### config.mk
export PLATFORM = sky130hd
export DESIGN_NAME = hwpe_dma_loader
export DESIGN_NICKNAME = d
export VERILOG_FILES = /design/src/rtl/hwpe_dma_pkg.sv /design/src/rtl/hwpe_dma_packer.sv /design/src/rtl/hwpe_dma_loader.sv
export SDC_FILE = /design/constraint.sdc
export NUM_CORES = 1
export LEC_CHECK = 0
export ABC_AREA = 1
export BUFFER_PORTS_ARGS = -buffer_cell sky130_fd_sc_hd__buf_2
export CORE_MARGIN = 10
export CORE_UTILIZATION = 34
export CTS_CLUSTER_DIAMETER = 100
export CTS_CLUSTER_SIZE = 10
export DETAILED_ROUTE_END_ITERATION = 10
export PLACE_DENSITY = 0.62
export REMOVE_ABC_BUFFERS = 1
export SLEW_MARGIN = 20
export SYNTH_ARGS = -nofsm -noshare
export SYNTH_HDL_FRONTEND = slang
export SYNTH_SLANG_ARGS = --single-unit
### constraint.sdc
create_clock -name clk -period 6.3 [get_ports clk]
set_input_delay 1.26 -clock clk [delete_from_list [all_inputs] [get_ports clk]]
set_output_delay 1.26 -clock clk [all_outputs]
set_load 0.03 [all_outputs]
### src/rtl/hwpe_dma_pkg.sv
// Shared types and constants for the HWPE DMA loader.
// Holds the FSM state encoding, default widths, the stream-to-word
// packing ratio, the region descriptor layout, and width-check helpers.
package hwpe_dma_pkg;

  localparam int HWPE_ADDR_W = 16;
  localparam int DMA_LEN_W   = 12;
  localparam int DMA_IN_W    = 32;
  localparam int DMA_OUT_W   = 64;
  localparam int RATIO       = DMA_OUT_W / DMA_IN_W;

  typedef enum logic [1:0] {
    ST_IDLE,
    ST_SEL,
    ST_RUN,
    ST_FIN
  } dma_state_e;

  // One destination region: start byte address and length in output words.
  typedef struct packed {
    logic [HWPE_ADDR_W-1:0] addr;
    logic [DMA_LEN_W-1:0]   len;
  } desc_t;

  // The input stream must tile the output word exactly.
  function automatic bit width_ok(input int in_w, input int out_w);
    return (in_w > 0) && (out_w >= in_w) && ((out_w % in_w) == 0);
  endfunction

  function automatic int ratio_of(input int in_w, input int out_w);
    return out_w / in_w;
  endfunction

endpackage

### src/rtl/hwpe_dma_packer.sv
// Packs IN_W-bit stream words into one OUT_W-bit word, lane 0 first.
// 'full' flags the push that completes a word; 'word' is the completed
// word on that cycle (the incoming lane merged over the stored lanes).
// 'clear' discards any partially packed word.
module hwpe_dma_packer
  import hwpe_dma_pkg::*;
#(
  parameter int IN_W  = DMA_IN_W,
  parameter int OUT_W = DMA_OUT_W
) (
  input  logic             clk,
  input  logic             rst,
  input  logic             clear,
  input  logic             push,
  input  logic [IN_W-1:0]  in_data,
  output logic             full,
  output logic [OUT_W-1:0] word
);

  localparam int LANES = ratio_of(IN_W, OUT_W);
  localparam int SUB_W = (LANES > 1) ? $clog2(LANES) : 1;
  localparam logic [SUB_W-1:0] LAST_SUB = SUB_W'(LANES - 1);

  logic [OUT_W-1:0] lanes_q;
  logic [SUB_W-1:0] sub;

  assign full = push && (sub == LAST_SUB);

  // Completed word: stored lanes with the current input in lane 'sub'.
  always_comb begin
    word = lanes_q;
    word[sub*IN_W +: IN_W] = in_data;
  end

  // Lane counter; restarts at lane 0 after a full word or a clear.
  always_ff @(posedge clk) begin
    if (rst || clear) begin
      sub <= '0;
    end else if (push) begin
      sub <= full ? '0 : sub + 1'b1;
    end
  end

  // Lane storage; stale lanes are always overwritten before reuse.
  always_ff @(posedge clk) begin
    if (rst) begin
      lanes_q <= '0;
    end else if (push) begin
      lanes_q[sub*IN_W +: IN_W] <= in_data;
    end
  end

endmodule

### src/rtl/hwpe_dma_loader.sv
// HWPE DMA loader: packs a narrow input stream into SRAM words and writes
// them region by region following a programmable descriptor list.
// Optional feature macro: HWPE_DMA_CKSUM_EN (running 32-bit checksum of
// every written word; cksum is tied to 0 when the macro is undefined).
//
// Stream handshake: a word transfers on a rising clk edge where s_valid and
// s_ready are both high; s_data must be stable while s_valid is high, and
// s_ready depends only on the FSM state, never on s_valid.
module hwpe_dma_loader
  import hwpe_dma_pkg::*;
#(
  parameter int ADDR_W     = HWPE_ADDR_W,
  parameter int IN_W       = DMA_IN_W,
  parameter int OUT_W      = DMA_OUT_W,
  parameter int NUM_REGION = 4,
  parameter int LEN_W      = DMA_LEN_W,
  localparam int IDX_W     = (NUM_REGION > 1) ? $clog2(NUM_REGION) : 1
) (
  input  logic              clk,
  input  logic              rst,
  input  logic              cfg_wen,
  input  logic [IDX_W-1:0]  cfg_idx,
  input  logic [ADDR_W-1:0] cfg_addr,
  input  logic [LEN_W-1:0]  cfg_len,
  input  logic              start,
  output logic              busy,
  output logic              done,
  input  logic              s_valid,
  output logic              s_ready,
  input  logic [IN_W-1:0]   s_data,
  output logic              dma_wen,
  output logic [ADDR_W-1:0] dma_wa,
  output logic [OUT_W-1:0]  dma_wd,
  output logic [31:0]       cksum
);

  localparam int STEP = OUT_W / 8;
  localparam logic [IDX_W-1:0] LAST_IDX = IDX_W'(NUM_REGION - 1);

  // Descriptor storage uses the package layout, so widths must match it.
  if (!width_ok(IN_W, OUT_W)) begin : g_width_err
    $error("IN_W must divide OUT_W");
  end
  if (NUM_REGION < 1) begin : g_region_err
    $error("NUM_REGION must be at least 1");
  end
  if ((ADDR_W != HWPE_ADDR_W) || (LEN_W != DMA_LEN_W)) begin : g_desc_err
    $error("ADDR_W/LEN_W must match the descriptor layout");
  end

  dma_state_e        state, state_n;
  desc_t             desc [NUM_REGION];
  logic [IDX_W-1:0]  ri;
  logic [ADDR_W-1:0] wa;
  logic [LEN_W-1:0]  remaining;
  logic              accept, full, cur_skip, cur_last, cfg_ok;
  logic [OUT_W-1:0]  word;

  assign accept   = s_valid && s_ready;
  assign cur_skip = (desc[ri].len == '0);
  assign cur_last = (ri == LAST_IDX);
  assign cfg_ok   = ({{(32-IDX_W){1'b0}}, cfg_idx} < 32'(NUM_REGION));
  assign busy     = (state == ST_SEL) || (state == ST_RUN);
  assign done     = (state == ST_FIN);
  assign s_ready  = (state == ST_RUN);

  // Leaving RUN (including reset) drops any partially packed word.
  hwpe_dma_packer #(.IN_W(IN_W), .OUT_W(OUT_W)) u_packer (
    .clk     (clk),
    .rst     (rst),
    .clear   (state != ST_RUN),
    .push    (accept),
    .in_data (s_data),
    .full    (full),
    .word    (word)
  );

  // FSM state register.
  always_ff @(posedge clk) begin
    if (rst) state <= ST_IDLE;
    else     state <= state_n;
  end

  // Next-state logic: walk descriptors in order, skipping empty ones.
  always_comb begin
    state_n = state;
    case (state)
      ST_IDLE: if (start) state_n = ST_SEL;
      ST_SEL: begin
        if (!cur_skip)     state_n = ST_RUN;
        else if (cur_last) state_n = ST_FIN;
      end
      ST_RUN: begin
        if (full && (remaining == LEN_W'(1))) state_n = cur_last ? ST_FIN : ST_SEL;
      end
      ST_FIN:  state_n = ST_IDLE;
      default: state_n = ST_IDLE;
    endcase
  end

  // Descriptor file; writable only while idle.
  always_ff @(posedge clk) begin
    if (rst) begin
      for (int i = 0; i < NUM_REGION; i++) desc[i] <= '0;
    end else if ((state == ST_IDLE) && cfg_wen && cfg_ok) begin
      desc[cfg_idx] <= '{addr: cfg_addr, len: cfg_len};
    end
  end

  // Region index, write address and remaining-word count.
  always_ff @(posedge clk) begin
    if (rst) begin
      ri        <= '0;
      wa        <= '0;
      remaining <= '0;
    end else begin
      case (state)
        ST_IDLE: if (start) ri <= '0;
        ST_SEL: begin
          if (!cur_skip) begin
            wa        <= desc[ri].addr;
            remaining <= desc[ri].len;
          end else if (!cur_last) begin
            ri <= ri + 1'b1;
          end
        end
        ST_RUN: begin
          if (full) begin
            wa        <= wa + ADDR_W'(STEP);
            remaining <= remaining - 1'b1;
            if ((remaining == LEN_W'(1)) && !cur_last) ri <= ri + 1'b1;
          end
        end
        default: ;
      endcase
    end
  end

  // SRAM write port, registered one cycle after the completing accept.
  always_ff @(posedge clk) begin
    if (rst) begin
      dma_wen <= 1'b0;
      dma_wa  <= '0;
      dma_wd  <= '0;
    end else begin
      dma_wen <= full;
      if (full) begin
        dma_wa <= wa;
        dma_wd <= word;
      end
    end
  end

`ifdef HWPE_DMA_CKSUM_EN
  localparam int NSLICE = (OUT_W + 31) / 32;

  logic [31:0]          cksum_q, word_sum;
  logic [NSLICE*32-1:0] word_pad;

  // Sum of the 32-bit slices of the word being written.
  always_comb begin
    word_pad = (NSLICE*32)'(word);
    word_sum = '0;
    for (int i = 0; i < NSLICE; i++) word_sum = word_sum + word_pad[i*32 +: 32];
  end

  // Checksum updates on the same edge that raises dma_wen, so it is final by done.
  always_ff @(posedge clk) begin
    if (rst)                             cksum_q <= '0;
    else if ((state == ST_IDLE) && start) cksum_q <= '0;
    else if (full)                       cksum_q <= cksum_q + word_sum;
  end

  assign cksum = cksum_q;
`else
  assign cksum = 32'd0;
`endif

endmodule

==> flow_summary.json <==
{
  "outcome": "complete, no violations",
  "antenna_found_initial": 0,
  "drt-initial-drc-count": 501,
  "fmax_mhz": 272.3,
  "nets": 1462,
  "cts_buffers": 29,
  "syn_to_final_growth_pct": 15.53,
  "cap_violations": 0,
  "startpoint_type": "register",
  "postRouteAntennaNets": 0,
  "setup_tns_ns": 0,
  "cts-resized-gates": 0,
  "r2r-start": "state[0]",
  "comb_power_share_pct": 26.7,
  "hold_violations": 0,
  "timing.slew.headroom_pct": 30.79,
  "synth_most_common_cell": "nand2_1",
  "cts_hold_buffers": 0,
  "synth-edff-count": 112,
  "pre_cts_ws_ns": 2.283,
  "pin_count": 183,
  "synth_top_area_share_pct": 30.26,
  "gp_congestion": 0.8128,
  "h-tree-depth": 1,
  "yosysWarnings": 0,
  "dp_hpwl_um": 19070,
  "dieWidth_um": 200.8,
  "r2r_slack_ns": 2.63,
  "clkSinkCount": 260,
  "finalMaxSlewViolations": 0,
  "wl_per_cell_um": 15.51,
  "fin_ws_ns": 2.628,
  "core_um2": 32370,
  "final_cell_area_um2": 12840,
  "syn-cell-area_um2": 11120,
  "r2r-end": "dma_wd[50]",
  "die_height_um": 200.8,
  "ys.flop_type": "dfxtp_1",
  "clk-insertion-delay-late_ns": 0.54,
  "synth_area_per_cell_um2": 8.705,
  "postPlaceCellArea_um2": 12060,
  "async_flop_share_pct": 0,
  "crit_path_max_fanout": 74,
  "max_slew.worst_pin.slew_ns": 1.034,
  "switching_power_mw": 1.624,
  "fin_worst_skew_ns": 0.01326,
  "min_period_ns": 3.672,
  "vias": 8621,
  "fill_cells": 3318,
  "clock_power_share_pct": 30.2,
  "synth_area_leader_cell": "edfxtp_1",
  "die-area_um2": 40320,
  "postCtsSetupRepairBufs": 0,
  "cts_root_buf": "clkbuf_16",
  "cts_max_path_buffers": 3,
  "fp-row-count": 66,
  "end_kind": "register",
  "cts.clk_slew.worst_paths_ns": 0.06,
  "setup_viol": 0,
  "crit_start": "state[0]",
  "drcViolationCount": 0,
  "synth_top_cells_by_count": "227 x nand2_1, 157 x nor2_1, 148 x dfxtp_1",
  "grt_setup_unrepaired": "no",
  "p_sw_share_pct": 33.67,
  "synth.yosys.seq_area_share_pct": 56.91,
  "avgViaCountPerCell": 4.685,
  "ys_seq_elements": 260,
  "totalWireLength_um": 28550,
  "gr-usage-all-layers_pct": 13.50,
  "first_pass_iters": 4,
  "whs_ns": 0.4358,
  "internal_power_mw": 3.200,
  "required_ns": 6.75,
  "start_util_pct": 34.34,
  "max-vdd-ir-drop_v": 0.0002362,
  "syn_inst": 1277,
  "fin_crit_sh_pct": 58.29,
  "power.density_nw_per_um2": 375.6,
  "hold_depth": 2,
  "grt_pass1_vias": 8165,
  "hold_start": "u_packer.lanes_q[24]",
  "synth_cell_type_count": 37,
  "cts_tree": "built",
  "ff2ff_path_depth": 11,
  "power_leakage_nw": 5.587,
  "holdCritPathClass": "reg2reg",
  "crit_type": "reg2reg",
  "crit_arrival_ns": 4.12,
  "grt_max_degree": 75,
  "grt_pass1_wl_um": 45160,
  "grt-ovfl-total": 0,
  "ys_top_cells_by_area": "edfxtp_1 30%, dfxtp_1 27%, nand2_1 7.7%",
  "min_to": "dma_wd[24]",
  "power_frac_seq_pct": 43.1,
  "numPortBuffers": 150,
  "finalCoreUtilization_pct": 39.67,
  "diodes": 0,
  "drive_above_1_share_pct": 15.16
}
-- power groups by stage --
stage	combinational, mW	sequential (mW)	clock (mW)
2_1_floorplan	0.913	2.11	0
3_3_place_gp	1.27	2.11	0
3_5_place_dp	1.28	2.11	0
4_1_cts	1.29	2.08	1.49
5_1_grt	1.46	2.11	1.56
6_report	1.29	2.08	1.46
-- placed cells by master (no fill, tap or decap), types with 8 or more instances in the layout --
master,Yosys,layout
a21oi_1,51,51
a22oi_1,14,14
a2bb2oi_1,13,13
buf_2,8,150
buf_4,34,13
clkbuf_1,63,12
clkbuf_16,0,29
conb_1,1,32
dfxtp_1,148,147
edfxtp_1,112,112
ha_1,8,8
inv_1,107,106
nand2_1,227,227
nand3_1,115,115
nor2_1,157,156
nor3_1,32,32
o21ai_0,116,115
o22ai_1,11,11
xor2_1,9,9
-- critical path, cell delays in order, from the launching register on --
cell and delay (ns):
dfxtp_1 0.34, inv_1 0.10, ha_1 0.15, buf_4 0.34
nand2_1 0.22, nor2_2 0.55, inv_2 0.04, buf_4 0.37
nor2_4 0.46, inv_1 0.39, buf_4 0.33, o21ai_0 0.21
-- layer usage --
metal	GRT usage, %	part of all wire, %	vias to the layer above
li1	-	-	4390
met1	18.64	47	3957
met2	21.55	45	250
met3	2.679	6.0	24
met4	2.597	1.3	0
met5	0	0	-
-- worst max path at each step --
stage / endpoint / slack, ns / cells after the start
2_1_floorplan: desc[2][0] / 0.86 / 2
3_3_place_gp: dma_wa[9] / 2.39 / 9
4_1_cts: dma_wd[50] / 2.60 / 11
3_5_place_dp: dma_wa[8] / 2.28 / 9
5_1_grt: dma_wd[50] / 2.29 / 11
6_report: dma_wd[50] / 2.63 / 11
-- through the flow --
stage / power, mW / std cells
final: 4.824 / 1840
after global routing: 5.127 / 1840
after CTS: 4.861 / 1840
after detailed placement: 3.398 / 1798
after global placement: 3.377 / 1798
after floorplan: 3.019 / 1193
-- logic make-up (layout without fill, tap and decap cells) --
kind of cell,Yosys count,after routing,share of synthesized area [%]
compound gates,219,219,11.11
other cells,1,32,0.03374
fa+ha+maj,8,8,0.9005
xor+xnor,12,12,0.9456
simple gates,550,550,20.80
flops,260,260,56.91
mux,1,1,0.09005
buf+inv,226,316,9.208
-- final cells by class --
cell class	count	area [um^2]	share of cell area [%]
clock buffers	41	770.7	6.002
clock inverters	1	8.758	0.06820
inverters	111	419.2	3.264
multi-input cells	822	3915	30.49
flip-flops and latches	260	6327	49.27
well taps	442	553.0	4.306
repair buffers	163	848.3	6.606
-- flip-flops by register name, indices dropped and copies added (netlist names), named ones only --
register / count
desc: 112
dma_wd: 64
u_packer.lanes_q: 32
dma_wa: 16
wa: 16
remaining: 12
ri: 2
state: 2
dma_wen: 1
u_packer.sub: 1
Note: power is estimated with default switching activity, not from simulation.
